<file path="src/rtl/vx_gpu_pkg.sv">
// Shared commit-record widths, writeback channel indices and arbiter lock states.
package vx_gpu_pkg;

    localparam int PC_BITS   = 32;
    localparam int RD_BITS   = 5;
    localparam int DATA_BITS = 32;

    localparam int CH_ALU = 0;
    localparam int CH_LD  = 1;
    localparam int CH_ST  = 2;
    localparam int CH_CSR = 3;
    localparam int CH_FPU = 4;
    localparam int CH_GPU = 5;

    typedef enum logic {
        ARB_OPEN   = 1'b0,
        ARB_LOCKED = 1'b1
    } arb_state_e;

endpackage

</file>
<file path="src/rtl/vx_rr_arbiter.sv">
// Round-robin arbiter; the priority pointer moves only when an eop beat is accepted.
// state      | meaning
// ARB_OPEN   | round-robin from ptr among current requests
// ARB_LOCKED | grant pinned to lock_idx until that channel's eop beat fires
module vx_rr_arbiter
    import vx_gpu_pkg::*;
#(
    parameter int NUM_REQS    = 6,
    parameter bit LOCK_ENABLE = 1'b1,
    localparam int IW         = (NUM_REQS > 1) ? $clog2(NUM_REQS) : 1
) (
    input  logic                clk,
    input  logic                reset,
    input  logic [NUM_REQS-1:0] requests,
    input  logic                fire,
    input  logic                fire_eop,
    output logic                grant_valid,
    output logic [NUM_REQS-1:0] grant_onehot,
    output logic [IW-1:0]       grant_index
);

    arb_state_e    state, state_next;
    logic [IW-1:0] ptr, ptr_next;
    logic [IW-1:0] lock_idx, lock_idx_next;
    logic [IW-1:0] cand;

    always_ff @(posedge clk or negedge reset) begin
        if (!reset) begin
            state    <= ARB_OPEN;
            ptr      <= '0;
            lock_idx <= '0;
        end else begin
            state    <= state_next;
            ptr      <= ptr_next;
            lock_idx <= lock_idx_next;
        end
    end

    always_comb begin
        state_next    = state;
        ptr_next      = ptr;
        lock_idx_next = lock_idx;
        cand          = '0;
        grant_index   = lock_idx;
        grant_valid   = 1'b0;

        if (state == ARB_LOCKED) begin
            grant_valid = requests[lock_idx];
        end else begin
            grant_valid = |requests;
            grant_index = ptr;
            // Descending scan so the requester closest to ptr is the last (winning) write.
            for (int k = NUM_REQS - 1; k >= 0; k--) begin
                cand = IW'((int'(ptr) + k) % NUM_REQS);
                if (requests[cand]) begin
                    grant_index = cand;
                end
            end
        end

        if (fire) begin
            if (fire_eop) begin
                state_next = ARB_OPEN;
                ptr_next   = (grant_index == IW'(NUM_REQS - 1)) ? '0 : grant_index + IW'(1);
            end else if (LOCK_ENABLE) begin
                state_next    = ARB_LOCKED;
                lock_idx_next = grant_index;
            end
        end

        grant_onehot = grant_valid ? (NUM_REQS'(1) << grant_index) : '0;
    end

endmodule

</file>
<file path="src/rtl/vx_writeback_arbiter.sv">
// Merges per-unit commit streams into one registered writeback port and
// counts lanes retired by eop beats from every channel, writeback or not.
module vx_writeback_arbiter
    import vx_gpu_pkg::*;
#(
    parameter int NUM_CHANNELS = 6,
    parameter int NUM_THREADS  = 4,
    parameter int NW_BITS      = 2,
    parameter int LOCK_PACKETS = 1,
    localparam int CNT_BITS    = $clog2(NUM_CHANNELS * NUM_THREADS + 1)
) (
    input  logic                                        clk,
    input  logic                                        reset,
    input  logic [NUM_CHANNELS-1:0]                     in_valid,
    input  logic [NUM_CHANNELS-1:0]                     in_wb,
    input  logic [NUM_CHANNELS*NW_BITS-1:0]             in_wid,
    input  logic [NUM_CHANNELS*NUM_THREADS-1:0]         in_tmask,
    input  logic [NUM_CHANNELS*PC_BITS-1:0]             in_pc,
    input  logic [NUM_CHANNELS*RD_BITS-1:0]             in_rd,
    input  logic [NUM_CHANNELS*NUM_THREADS*DATA_BITS-1:0] in_data,
    input  logic [NUM_CHANNELS-1:0]                     in_eop,
    output logic [NUM_CHANNELS-1:0]                     in_ready,
    output logic                                        wb_valid,
    output logic [NW_BITS-1:0]                          wb_wid,
    output logic [NUM_THREADS-1:0]                      wb_tmask,
    output logic [PC_BITS-1:0]                          wb_pc,
    output logic [RD_BITS-1:0]                          wb_rd,
    output logic [NUM_THREADS*DATA_BITS-1:0]            wb_data,
    output logic                                        wb_eop,
    input  logic                                        wb_ready,
    output logic                                        cmt_valid,
    output logic [CNT_BITS-1:0]                         cmt_count
);

    localparam int IW     = $clog2(NUM_CHANNELS);
    localparam int LEAVES = 1 << $clog2(NUM_CHANNELS);
    localparam int LW     = NUM_THREADS * DATA_BITS;

    logic                    grant_valid;
    logic [NUM_CHANNELS-1:0] grant_onehot;
    logic [IW-1:0]           grant_index;
    logic                    pipe_ready;
    logic                    grant_fire;
    logic [NUM_CHANNELS-1:0] cmt_fire;

    logic [NW_BITS-1:0]      sel_wid;
    logic [NUM_THREADS-1:0]  sel_tmask;
    logic [PC_BITS-1:0]      sel_pc;
    logic [RD_BITS-1:0]      sel_rd;
    logic [LW-1:0]           sel_data;
    logic                    sel_eop;

    logic [CNT_BITS-1:0]     tree [1:2*LEAVES-1];

    vx_rr_arbiter #(
        .NUM_REQS    (NUM_CHANNELS),
        .LOCK_ENABLE (LOCK_PACKETS != 0)
    ) u_rr_arbiter (
        .clk          (clk),
        .reset        (reset),
        .requests     (in_valid & in_wb),
        .fire         (grant_fire),
        .fire_eop     (sel_eop),
        .grant_valid  (grant_valid),
        .grant_onehot (grant_onehot),
        .grant_index  (grant_index)
    );

    // Ready depends only on the output register, grant and reset; reset blocks wb accepts.
    assign pipe_ready = ~wb_valid | wb_ready;
    assign grant_fire = reset & grant_valid & pipe_ready;
    assign in_ready   = ~in_wb | ({NUM_CHANNELS{reset & pipe_ready}} & grant_onehot);
    assign cmt_fire   = in_valid & in_ready & in_eop;

    always_comb begin
        sel_wid   = '0;
        sel_tmask = '0;
        sel_pc    = '0;
        sel_rd    = '0;
        sel_data  = '0;
        sel_eop   = 1'b0;
        for (int i = 0; i < NUM_CHANNELS; i++) begin
            if (grant_onehot[i]) begin
                sel_wid   = in_wid[i*NW_BITS +: NW_BITS];
                sel_tmask = in_tmask[i*NUM_THREADS +: NUM_THREADS];
                sel_pc    = in_pc[i*PC_BITS +: PC_BITS];
                sel_rd    = in_rd[i*RD_BITS +: RD_BITS];
                sel_data  = in_data[i*LW +: LW];
                sel_eop   = in_eop[i];
            end
        end
    end

    // Heap-ordered adder tree: leaves at LEAVES.., node k sums children 2k and 2k+1.
    always_comb begin
        for (int i = 0; i < LEAVES; i++) begin
            tree[LEAVES+i] = '0;
            if (i < NUM_CHANNELS) begin
                if (cmt_fire[i]) begin
                    tree[LEAVES+i] = CNT_BITS'($countones(in_tmask[i*NUM_THREADS +: NUM_THREADS]));
                end
            end
        end
        for (int k = LEAVES - 1; k >= 1; k--) begin
            tree[k] = tree[2*k] + tree[2*k+1];
        end
    end

    always_ff @(posedge clk or negedge reset) begin
        if (!reset) begin
            wb_valid  <= 1'b0;
            wb_eop    <= 1'b0;
            cmt_valid <= 1'b0;
            cmt_count <= '0;
        end else begin
            if (pipe_ready) begin
                wb_valid <= grant_fire;
                wb_eop   <= sel_eop;
            end
            cmt_valid <= (tree[1] != '0);
            cmt_count <= tree[1];
        end
    end

    always_ff @(posedge clk) begin
        if (grant_fire) begin
            wb_wid   <= sel_wid;
            wb_tmask <= sel_tmask;
            wb_pc    <= sel_pc;
            wb_rd    <= sel_rd;
            wb_data  <= sel_data;
        end
    end

endmodule

</file>
<file path="config.mk">
export PLATFORM = sky130hd
export DESIGN_NAME = vx_writeback_arbiter
export DESIGN_NICKNAME = d
export VERILOG_FILES = /design/src/rtl/vx_gpu_pkg.sv /design/src/rtl/vx_rr_arbiter.sv /design/src/rtl/vx_writeback_arbiter.sv
export SDC_FILE = /design/constraint.sdc
export NUM_CORES = 1
export LEC_CHECK = 0
export BUFFER_PORTS_ARGS = -buffer_cell sky130_fd_sc_hd__buf_4
export CAP_MARGIN = 20
export CORE_AREA = 2 2 476 478
export CTS_CLUSTER_SIZE = 30
export DETAILED_ROUTE_END_ITERATION = 16
export DIE_AREA = 0 0 478 480
export GPL_ROUTABILITY_DRIVEN = 0
export PLACE_DENSITY = 0.35
export SYNTH_ARGS = -nofsm -noshare
export SYNTH_HDL_FRONTEND = slang
export SYNTH_SLANG_ARGS = --single-unit
</file>
<file path="constraint.sdc">
create_clock -name clk -period 13.5 [get_ports clk]
set_input_delay 0.675 -clock clk [delete_from_list [all_inputs] [get_ports clk]]
set_output_delay 0.675 -clock clk [all_outputs]
set_load 0.05 [all_outputs]
</file>
==> impl_metrics.tcl <==
set metrics [dict create \
    hp-class "input pin to flip-flop" \
    start_util_pct 7.022 \
    antenna_found_initial 48 \
    num_io_pins 1232 \
    min_period_ps 8838 \
    synthToLayoutAreaGrowth_pct 83.84 \
    clk_latency_ps 570 \
    gr-max-usage-layer "met2" \
    grt_first_pass_wirelength_mm 206.1 \
    p_leak_nw 11.92 \
    yosysTopAreaCellShare_pct 32.64 \
    drive_above_1_share_pct 42.10 \
    setup_violations 0 \
    fin_setup_tns_ps 0 \
    vias 21800 \
    grt_overflow 0 \
    cp-end-kind "flip-flop" \
    critPathSlowestCell "nand3_4" \
    critPathTopFamily "simple AND/OR/NAND/NOR gates" \
    critPathLaunchType "flip-flop" \
    netlist_instances 2058 \
    synth_largest_area_cell "edfxtp_1" \
    worstHoldStart "in_data[439]" \
    clockBufferDepth 2 \
    die_area_mm2 0.2294 \
    synth-seq-cells 186 \
    fmaxAchievable_mhz 113.1 \
    hold_violations 0 \
    regArea_mm2 0.005510 \
    antenna_violating_nets_post_route 0 \
    stdcell_area_mm2 0.02892 \
    avgRoutedWirePerCell_um 26.10 \
    syn_nets 3148 \
    maxCapViolations 0 \
    netlist_top_cells_count "nand2_1 (384), a21oi_1 (359), nor2_1 (356)" \
    skew_ps 18.05 \
    nets 4234 \
    total_power_mw 10.69 \
    vias_per_cell 3.535 \
    criticalPathCategory "flip-flop to flip-flop" \
    use_met3_pct 3.555 \
    synth_ff_type "edfxtp_1" \
    startpoint "u_rr_arbiter.ptr[2]" \
    cp.buffers_inverters 6 \
    worst_slew_pin_slew_ps 1266 \
    synthesis.area_mm2 0.01573 \
    crit_top_cell "inv_1" \
    finalCritPeriodShare_pct 65.47 \
    worst-path-max-fanout 85 \
    place_area_mm2 0.02824 \
    cts_buffers 17 \
    row_count 174 \
    yosys-top-cells-area "edfxtp_1 (33%), a21oi_1 (11%), a311o_1 (11%), nand2_1 (9.2%), nor2_1 (8.5%)" \
    fillers 25947 \
    grt_util_met2_pct 24.83 \
    syn_area_per_cell_um2 7.643 \
    drt_iter0_drc 1267 \
    gr-usage-all-layers_pct 13.32 \
    routed_wirelength_mm 161.0 \
    drc 0 \
    fp.dieW_um 478 \
    core_region_area_mm2 0.2240 \
    path_clk_slew_ps 100 \
    ys_types 62 \
    root_buffer "clkbuf_16" \
    arrival_ps 9280 \
    synthArstFlopShare_pct 8.065 \
    cts_tree "done" \
    status "finished, final reports clean" \
    synth_warnings 0 \
    ir_worst_vdd_mv 0.2676 \
    first_pass_iters 6 \
    synth.most_common_cell "nand2_1" \
    io_buffer_count 1231 \
    r2r-start "u_rr_arbiter.ptr[2]" \
    seq_area_frac_synth_pct 35.03 \
    synth-edff-count 171 \
    grt_max_degree 103 \
    grt_pass1_vias 22287 \
    p_per_area_mw_per_mm2 369.6 \
    dp_hpwl_mm 133.7 \
    rsz0062_at_grt "false" \
    slew_viol_final 0 \
    met1_usage_pct 13.53 \
    multi_input_area_mm2 0.009330 \
    chipHeight_um 480 \
    cts-htree-levels 4 \
    critPathMaxStageDelay_ps 710 \
    critical_path_required_ps 13950 \
    slew_headroom_pct 14.84 \
    cts.sinks 186 \
]
[worst paths after layout]
kind                                                  to  slack, ps  depth (start not counted)
worst max-delay path                           cmt_valid       4660                         27
worst min-delay path                         wb_data[55]        420                          2
worst max register to register                 cmt_valid       4660                         27
worst min register to register                    wb_eop        620                          2
max in group asynchronous       u_rr_arbiter.lock_idx[2]      12710                          2
min in group asynchronous                       wb_valid        550                          2
[worst register-to-register path, delay by kind of cell, from the launching register on]
family                     cells  cell delay, ps
and+or+nand+nor               10            3310
adders and majority gates      7            2720
AOI/OAI and AO/OA              3            1130
DFF                            1             700
buffers and inverters          6             690
xor gates and xnor gates       1             190
[flip-flops by register name, summed over array words and instances, names as in the netlist]
register and flops:
u_rr_arbiter.ptr 3, wb_tmask 4, wb_eop 1, wb_pc 32, cmt_valid 1, cmt_count 5, wb_data 128, wb_wid 2
wb_valid 1, u_rr_arbiter.lock_idx 3, wb_rd 5, u_rr_arbiter.state 1
[logic make-up after synthesis]
| family | count (synthesis) | share of synthesized area, % |
|---|---|---|
| compound gates | 592 | 25.18 |
| xor+xnor | 4 | 0.2228 |
| fa+ha+maj | 43 | 4.279 |
| buf+inv | 226 | 6.077 |
| flops | 186 | 35.03 |
| mux | 20 | 1.575 |
| simple gates | 987 | 27.64 |
[through the flow]
| stage | worst slack (ps) | util, % | cells | hold WS [ps] |
|---|---|---|---|---|
| 6_report | 4662 | 12.91 | 6167 | 420.1 |
| 5_1_grt | 3986 | 12.90 | 6162 | 363.3 |
| 4_1_cts | 4536 | 12.89 | 6148 | 335.8 |
| 3_5_place_dp | 4549 | 12.61 | 6115 | 589.6 |
| 3_3_place_gp | 4577 | 12.61 | 6115 | 589.1 |
| 2_1_floorplan | 5225 | - | 2058 | 379.4 |
[power breakdown]
part	total, mW	internal (mW)	switching (mW)
sequential	1.45	1.27	0.182
clock	0.624	0.298	0.326
combinational	8.62	2.40	6.22
[routing by layer]
metal,up-vias,wire (µm)
li1,9792,-
met4,14,8367
met1,10631,56810
met3,174,11170
met2,1189,84550
met5,-,85
[what timing repair did]
action | in CTS | in global routing
hold endpoints to repair | 15 | 0
setup buffers | 0 | 0
hold buffers | 1 | 0
resized for setup | 0 | 0
[cell usage in the layout (no fill, tap or decap), types with 18 or more instances in the layout]
cell type     n
nand2_1     383
a21oi_1     359
buf_4      1262
nor2_1      356
edfxtp_1    171
fa_1         18
inv_1        23
ha_1         25
diode_2      18
nor4_1      170
a311o_1     171
[layout make-up]
class                      count  area share [%]
timing repair buffer        1268           33.09
clock buffer                  19           1.497
inverter                      25          0.3505
antenna                       18          0.1558
tap                         2992           12.95
sequential                   186           19.06
clock inverter                13          0.6404
multi-input combinational   1646           32.26
(Power assumes the default switching activity.)
